==> src/rtl/mod_reduce_pkg.sv <==
// ============================================================================
// mod_reduce_pkg : constant functions sizing the residue-folding pipeline
// Rev 1.0
// ============================================================================
`default_nettype none

package mod_reduce_pkg;

  function automatic int clog2_c(input int unsigned v);
    int          r;
    int unsigned p;
    r = 0;
    p = 1;
    while (p < v) begin
      p = p << 1;
      r = r + 1;
    end
    return r;
  endfunction

  function automatic int unsigned pow2_mod(input int i, input int unsigned m);
    int unsigned r;
    r = 1 % m;
    for (int k = 0; k < i; k++) r = (r * 2) % m;
    return r;
  endfunction

  // Largest value a fold can produce when every one of w input bits is set.
  function automatic int unsigned fold_sum(input int w, input int unsigned m);
    int unsigned s;
    s = 0;
    for (int i = 0; i < w; i++) s = s + pow2_mod(i, m);
    return s;
  endfunction

  function automatic int fold_width(input int k, input int in_w, input int unsigned m);
    int w;
    w = in_w;
    for (int j = 0; j < k; j++) w = clog2_c(fold_sum(w, m) + 1);
    return w;
  endfunction

endpackage

`default_nettype wire

==> src/rtl/mod_fold_stage.sv <==
// ============================================================================
// mod_fold_stage : one residue-weight fold with its valid/tag/data register
// Rev 1.0
// ============================================================================
`default_nettype none

module mod_fold_stage
  import mod_reduce_pkg::*;
#(
  parameter int W_IN  = 16,
  parameter int W_OUT = 11,
  parameter int MOD   = 360,
  parameter int TAG_W = 1
) (
  input  logic             clk,
  input  logic             rst,
  input  logic             in_valid,
  input  logic [W_IN-1:0]  in_data,
  input  logic [TAG_W-1:0] in_tag,
  output logic             out_valid,
  output logic [W_OUT-1:0] out_data,
  output logic [TAG_W-1:0] out_tag
);

  logic [W_OUT-1:0] term [W_IN];
  logic [W_OUT-1:0] fold;
  logic             valid_d, valid_q;
  logic [W_OUT-1:0] data_d, data_q;
  logic [TAG_W-1:0] tag_d, tag_q;

  // Each set bit contributes its weight 2^i mod MOD.
  for (genvar i = 0; i < W_IN; i++) begin : g_term
    localparam int unsigned R = pow2_mod(i, MOD);
    assign term[i] = in_data[i] ? W_OUT'(R) : '0;
  end

  always_comb begin
    fold = '0;
    for (int i = 0; i < W_IN; i++) fold = fold + term[i];
    valid_d = in_valid;
    data_d  = in_valid ? fold : data_q;
    tag_d   = in_valid ? in_tag : tag_q;
  end

  always_ff @(posedge clk or posedge rst) begin
    if (rst) begin
      valid_q <= 1'b0;
      data_q  <= '0;
      tag_q   <= '0;
    end else begin
      valid_q <= valid_d;
      data_q  <= data_d;
      tag_q   <= tag_d;
    end
  end

  assign out_valid = valid_q;
  assign out_data  = data_q;
  assign out_tag   = tag_q;

endmodule

`default_nettype wire

==> src/rtl/mod_reduce_pipe.sv <==
// ============================================================================
// mod_reduce_pipe : pipelined in_data mod MOD reducer (folds + one subtract)
// Rev 1.0
// ============================================================================
`default_nettype none

module mod_reduce_pipe
  import mod_reduce_pkg::*;
#(
  parameter int  IN_W      = 16,
  parameter int  MOD       = 360,
  parameter int  NUM_FOLDS = 3,
  parameter int  TAG_W     = 1,
  localparam int OUT_W     = clog2_c(MOD)
) (
  input  logic             clk,
  input  logic             rst,
  input  logic             in_valid,
  input  logic [IN_W-1:0]  in_data,
  input  logic [TAG_W-1:0] in_tag,
  output logic             out_valid,
  output logic [OUT_W-1:0] out_data,
  output logic [TAG_W-1:0] out_tag
);

  localparam int          WF = fold_width(NUM_FOLDS, IN_W, MOD);
  localparam int unsigned SF = fold_sum(fold_width(NUM_FOLDS - 1, IN_W, MOD), MOD);
  // One spare bit keeps MOD itself representable when MOD is a power of two.
  localparam int          CW = ((WF > OUT_W) ? WF : OUT_W) + 1;

  if (SF >= 2 * MOD) begin : g_bound_err
    $fatal(1, "mod_reduce_pipe: fold bound %0d >= 2*MOD (%0d); raise NUM_FOLDS", SF, 2 * MOD);
  end

  // Fold widths never grow, so an IN_W-wide bus can carry every stage.
  logic [NUM_FOLDS:0] st_valid;
  logic [IN_W-1:0]    st_data [NUM_FOLDS+1];
  logic [TAG_W-1:0]   st_tag  [NUM_FOLDS+1];

  logic             valid0_d, valid0_q;
  logic [IN_W-1:0]  data0_d, data0_q;
  logic [TAG_W-1:0] tag0_d, tag0_q;

  always_comb begin
    valid0_d = in_valid;
    data0_d  = in_valid ? in_data : data0_q;
    tag0_d   = in_valid ? in_tag : tag0_q;
  end

  always_ff @(posedge clk or posedge rst) begin
    if (rst) begin
      valid0_q <= 1'b0;
      data0_q  <= '0;
      tag0_q   <= '0;
    end else begin
      valid0_q <= valid0_d;
      data0_q  <= data0_d;
      tag0_q   <= tag0_d;
    end
  end

  assign st_valid[0] = valid0_q;
  assign st_data[0]  = data0_q;
  assign st_tag[0]   = tag0_q;

  for (genvar k = 1; k <= NUM_FOLDS; k++) begin : g_fold
    localparam int WI = fold_width(k - 1, IN_W, MOD);
    localparam int WO = fold_width(k, IN_W, MOD);
    logic [WO-1:0] fold_data;

    mod_fold_stage #(
      .W_IN  (WI),
      .W_OUT (WO),
      .MOD   (MOD),
      .TAG_W (TAG_W)
    ) u_fold (
      .clk       (clk),
      .rst       (rst),
      .in_valid  (st_valid[k-1]),
      .in_data   (st_data[k-1][WI-1:0]),
      .in_tag    (st_tag[k-1]),
      .out_valid (st_valid[k]),
      .out_data  (fold_data),
      .out_tag   (st_tag[k])
    );

    assign st_data[k] = IN_W'(fold_data);
  end

  logic [CW-1:0]    x, y;
  logic             out_valid_d, out_valid_q;
  logic [OUT_W-1:0] out_data_d, out_data_q;
  logic [TAG_W-1:0] out_tag_d, out_tag_q;

  always_comb begin
    x           = CW'(st_data[NUM_FOLDS][WF-1:0]);
    y           = (x >= CW'(MOD)) ? (x - CW'(MOD)) : x;
    out_valid_d = st_valid[NUM_FOLDS];
    out_data_d  = st_valid[NUM_FOLDS] ? OUT_W'(y) : out_data_q;
    out_tag_d   = st_valid[NUM_FOLDS] ? st_tag[NUM_FOLDS] : out_tag_q;
  end

  always_ff @(posedge clk or posedge rst) begin
    if (rst) begin
      out_valid_q <= 1'b0;
      out_data_q  <= '0;
      out_tag_q   <= '0;
    end else begin
      out_valid_q <= out_valid_d;
      out_data_q  <= out_data_d;
      out_tag_q   <= out_tag_d;
    end
  end

  assign out_valid = out_valid_q;
  assign out_data  = out_data_q;
  assign out_tag   = out_tag_q;

endmodule

`default_nettype wire
==> config.mk <==
export PLATFORM = sky130hd
export DESIGN_NAME = mod_reduce_pipe
export DESIGN_NICKNAME = d
export VERILOG_FILES = /design/src/rtl/mod_reduce_pkg.sv /design/src/rtl/mod_fold_stage.sv /design/src/rtl/mod_reduce_pipe.sv
export SDC_FILE = /design/constraint.sdc
export NUM_CORES = 1
export LEC_CHECK = 0
export BUFFER_PORTS_ARGS = -buffer_cell sky130_fd_sc_hd__clkbuf_2
export CORE_UTILIZATION = 47
export DETAILED_ROUTE_END_ITERATION = 8
export PLACE_DENSITY = 0.71
export SETUP_SLACK_MARGIN = 0.4
export SYNTH_ARGS = -nofsm -noshare
export SYNTH_HDL_FRONTEND = slang
export SYNTH_HIERARCHICAL = 1
export SYNTH_SLANG_ARGS = --single-unit
==> constraint.sdc <==
create_clock -name clk -period 7.7 [get_ports clk]
set_clock_uncertainty 0.05 [all_clocks]
set_input_delay 1.54 -clock clk [delete_from_list [all_inputs] [get_ports clk]]
set_output_delay 1.54 -clock clk [all_outputs]
set_load 0.01 [all_outputs]
; ---- Word-level counts from Yosys, hierarchy flattened
; Cells that the tools add are included.
[word_totals]
inputBits = 20
word_cells = 89
out_inout_bits = 11
register_bits = 66
[classes]
n_addsub = 35
mux = 38
magnitude_cmp = 1
[op_table]
columns = op, count
row1 = adder 10 bit, 19
row2 = adder 11 bit, 15
row3 = two-way mux 8 bit, 9
row4 = two-way mux 9 bit, 7
row5 = two-way mux 7 bit, 3
row6 = two-way mux 6 bit, 3
row7 = two-way mux 4 bit, 4
row8 = two-way mux 5 bit, 3
row9 = "greater-or-equal comparator 10 x 9 -> 1 bit, second input constant", 1
row10 = two-way mux 3 bit, 3
row11 = "subtractor 9 bit, second input constant", 1
row12 = two-way mux 2 bit, 3
row13 = two-way mux 1 bit, 3

; ---- Longest topological paths before layout
[logic_depth]
depth_word = 16
mapped_depth = 12
ltp_nobuf = 12

; ---- Cells and area by module
; The synthesis kept the hierarchy.
[by_module_without_submodules]
columns = mod, instances, area_each_um2, cells_each, seq_area_each_um2
row1 = mod_reduce_pipe, 1, 1251.2, 96, 725.7
row2 = mod_fold_stage (g_fold[1].u_fold), 1, 1119.8, 98, 325.3
row3 = mod_fold_stage (g_fold[2].u_fold), 1, 710.7, 61, 300.3
row4 = mod_fold_stage (g_fold[3].u_fold), 1, 603.1, 53, 300.3

; ---- Least setup slack after synthesis
; OpenSTA, ideal clock, no wires.
[synth_path]
path_type = register -> register
startpoint = register data0_q[11]
endpoint = register g_fold[1].u_fold.data_q[9]
period_less_slack_ns = 3.264
n_path_buf = 0
setup_ns = 0.134
arrival_time_ns = 3.080
stages_incl_launch_ff = 13
path_slack_ns = 4.436
t_required_ns = 7.516
path_cell_list = dfrtp_1 > inv_1 > fa_1 > inv_1 > fa_1 > inv_1 > fa_1 > inv_1 > ha_1 > fa_1 > a21oi_1 > or4_1 > nand4_1
[synth_via]
elab_chain_cells = 6
[synth_rtl]
columns = element, line_no
row1 = from (decl), mod_reduce_pipe.sv:41  ; logic [IN_W-1:0] data0_d, data0_q;
row2 = from (signal assigned), mod_reduce_pipe.sv:57  ; data0_q <= data0_d;
row3 = two-way mux 8 bit, mod_fold_stage.sv:34  ; assign term[i] = in_data[i] ? W_OUT'(R) : '0;
row4 = adder 11 bit (5 in series), mod_fold_stage.sv:39  ; for (int i = 0; i < W_IN; i++) fold = fold + term[i];
row5 = to (signal assigned), mod_fold_stage.sv:52  ; data_q <= data_d;
row6 = to (decl), mod_fold_stage.sv:28  ; logic [W_OUT-1:0] data_d, data_q;
; No other way between the ends.
; A chain may end at the register's enable or synchronous reset.

; ---- Worst setup path after layout
; Same ends and word-level chain as after synthesis.

==> summary.md <==
| Metric | Value |
|---|---|
| Run status | `finished clean` |
| Maximum number of pins on one net before global-route repair | `30` |
| Xor and xnor fraction of the mapped netlist area | `1.19%` |
| Die ar. | `8200 um2` |
| Starting density of the core | `49.7%` |
| Clk pin slew, worst setup/hold paths | `0.07 ns` |
| Count of pins over their slew limit | `0` |
| Layout-stage area growth over the synthesis result | `10.3%` |
| Count of flip-flops with a built-in enable after synthesis | `0` |
| Sequential share of power | `38.6%` |
| Crit Path Category | `flip-flop to flip-flop` |
| Avg Inst Size Synth | `12.0 um2` |
| Via count | `2320` |
| Final setup violating endpoints | `0` |
| Accumulated negative setup slack | `0 ns` |
| Slew of the pin with the lowest slew margin | `1.04 ns` |
| Synth Area in Compound Gates | `9.71%` |
| Main combinational cell family by area after synthesis | `adder cells` |
| Number of global-route vias before repair | `2322` |
| Synth Net Count | `370` |
| Startpoint Class | `flip-flop` |
| Most frequent cells after synthesis | `dfrtp_1 (66), inv_1 (44), mux2_2 (41), ha_1 (25), fa_1 (17)` |
| Area inside the core boundary | `7410 um2` |
| First-pass GRT wire length | `10.7 mm` |
| Antenna violations before repair | `0` |
| Cell taking the most area after synthesis | `dfrtp_1` |
| Reported leakage power | `1.89 nW` |
| Proportion of netlist area held by the largest area contributor | `44.8%` |
| Reported net switching power | `543 uW` |
| Die Y-Extent | `90.5 um` |
| Worst IR Drop VDD | `0.172 mV` |
| Clock tree from TritonCTS | `yes` |
| Hold Violations, Final | `0` |
| Kind of end point of the critical path | `flip-flop` |
| Wire length per cell | `13.5 um` |
| Global-route total usage across every layer | `16.4%` |
| Ordered list of cells on the worst path | `inv_1 -> fa_1 -> inv_1 -> fa_1 -> inv_1 -> fa_1 -> inv_1 -> ha_1 -> fa_1 -> a21oi_1 -> or4_1 -> nand4_1` |
| Post-synthesis cell count | `308` |
| First-pass iteration count of the detailed router | `4` |
| Utilization after layout | `54.9%` |
| Critical Path Slowest Stage Cell | `fa_1` |
| Die width | `90.5 um` |
| Clock Latency Late Sink | `0.34 ns` |
| Multiplexer share of the synthesized area | `12.8%` |
| Max-cap violation count | `0` |
| Post-CTS sizing | `0` |
| Number of antenna cells inserted | `0` |
| Clock buffer depth | `2` |
| Classification of the worst-slack hold path | `flip-flop to flip-flop` |
| Unique masters post-synth | `49` |
| Hold-fix buffers, CTS | `0` |
| Final Hold Slack | `0.452 ns` |
| H-tree levels | `3` |
| Count of antenna-violating nets left after detailed routing | `0` |
| RSZ-0062 raised after global routing | `false` |
| Routability Congestion | `0.819` |
| Power density over cell area | `350 nW/um2` |
| Clk network pwr share | `17.4%` |
| Worst path buffer plus inverter count | `4` |
| Portion of total power attributed to combinational logic | `44.0%` |
| Post-layout nets | `399` |
| Buffer count from post-CTS setup fixing | `0` |
| Clk root buf | `clkbuf_8` |
| Family of cells with the greatest summed delay on the critical path | `adder cells` |
| Data required time at the worst endpoint | `7.86 ns` |
| Number of placement rows | `31` |
| Final Critical Period | `3.45 ns` |
| Boundary Pins | `31` |
| Biggest area contributors in the synthesized netlist | `dfrtp_1 (45%), mux2_2 (13%), fa_1 (9.2%), ha_1 (8.5%), inv_1 (4.5%)` |
| Count of routing violations after the opening detailed-route iteration | `94` |
| Maximum clock frequency | `290 MHz` |
| Count of state elements after synthesis | `66` |
| Number of buffers created by CTS | `9` |
| DRC violations left | `0` |
| Tcrit/Tclk final | `44.8%` |
| Number of port buffers | `30` |
| Placed wire-length estimate | `4.72 mm` |
| Area of the mapped netlist | `3680 um2` |
| Most frequent cell after synthesis | `dfrtp_1` |
| Switching Fraction | `38.2%` |
| Worst relative slew slack | `30.4%` |
| Clk sink count | `66` |
| Critical path fanouts, max | `6` |
| Most used DFF post-synth | `dfrtp_1` |
| Fraction of registers with async set or reset after synthesis | `100%` |
| Internal Dissipation | `878 uW` |
| Arrival time of data at the critical path endpoint | `3.61 ns` |
| Aggregate global routing overflow | `0` |
| Average via count per standard cell | `5.26` |
| Sequential element share of the synthesized area | `44.8%` |
| Simple-Gate Fraction of Synth Area | `7.37%` |
| Synth Area in Adders | `17.7%` |
| Crit-path max cell delay | `0.52 ns` |
| Total wire length after detailed routing | `5.94 mm` |
| Proportion of layout cells with a drive suffix above 1 | `27.5%` |
| Warnings from Yosys | `6` |
power groups by stage:
stage	logic, mW	registers [mW]	clock network [mW]
final	0.625	0.548	0.248
after global routing	0.712	0.566	0.274
after CTS	0.633	0.550	0.256
after detailed placement	0.626	0.556	0
after global placement	0.600	0.550	0
after floorplan	0.500	0.529	0
placed cells by master, fill, tap and decap left out, types with 5 or more instances in the layout:
master | Yosys | layout
mux2_2 | 41 | 41
clkbuf_8 | 0 | 9
nor2_1 | 10 | 10
inv_1 | 44 | 44
a21oi_1 | 11 | 11
fa_1 | 17 | 17
xnor2_1 | 5 | 5
ha_1 | 25 | 25
dfrtp_1 | 66 | 66
clkbuf_2 | 0 | 30
nand2_1 | 7 | 7
routing by layer:
layer,wire length [um],vias up,global-route usage (%),part of all wire [%]
met2,3150,38,28.3,53
li1,-,1129,-,-
met4,74,0,5.51,1.2
met5,0,-,0,0
met1,2520,1143,19.4,42
met3,192,10,5.13,3.2
area by class of cell:
cell class                 count  area (um2)
clock inverter                 6        41.3
timing repair buffer          30         150
multi-input combinational    184        1800
tap                           99         124
sequential                    66        1650
inverter                      46         173
fill                         639        3340
clock buffer                  10         128
metrics by stage:
| stage | area (um2) | setup slack, ns | instances | power [mW] |
|---|---|---|---|---|
| floorplan | 3680 | 4.44 | 308 | 1.03 |
| global placement | 3900 | 4.33 | 425 | 1.15 |
| detailed placement | 3900 | 4.24 | 425 | 1.18 |
| CTS | 4070 | 4.23 | 441 | 1.44 |
| global route | 4070 | 4.03 | 441 | 1.55 |
| finish | 4070 | 4.25 | 441 | 1.42 |
worst min-delay path: cells and delay by family, from the launching register on:
kind,cells,cell delay [ns]
and+or+nand+nor,1,0.07
DFF,1,0.36
AOI/OAI and AO/OA,1,0.05
kinds of logic (layout without fill, tap and decap cells):
group / count (synthesis) / count (layout)
and+or+nand+nor: 49 / 49
DFF: 66 / 66
muxes: 42 / 42
xor gates and xnor gates: 5 / 5
buffers and inverters: 58 / 92
AOI/OAI and AO/OA: 46 / 46
adders and majority gates: 42 / 42
path summary, 6_finish.rpt:
kind                        startpoint                            to  slack, ns  cells after the start
max in group asynchronous          rst                      valid0_q       5.53                      2
min reg2reg                out_data[3]                   out_data[3]       0.45                      2
max reg2reg                data0_q[11]  g_fold[1].u_fold/out_data[9]       4.25                     12
max                        data0_q[11]  g_fold[1].u_fold/out_data[9]       4.25                     12
min in group asynchronous          rst  g_fold[3].u_fold/out_data[3]       1.18                      2
min                        out_data[3]                   out_data[3]       0.45                      2
sequential cells by signal (all words and copies together) (netlist names):
signal                   count
out_data                     9
g_fold.u_fold/out_data      31
tag0_q                       1
g_fold.u_fold/out_valid      3
out_valid                    1
data0_q                     16
valid0_q                     1
out_tag                      1
g_fold.u_fold/out_tag        3
No activity file was read; power rests on OpenSTA's default activity.
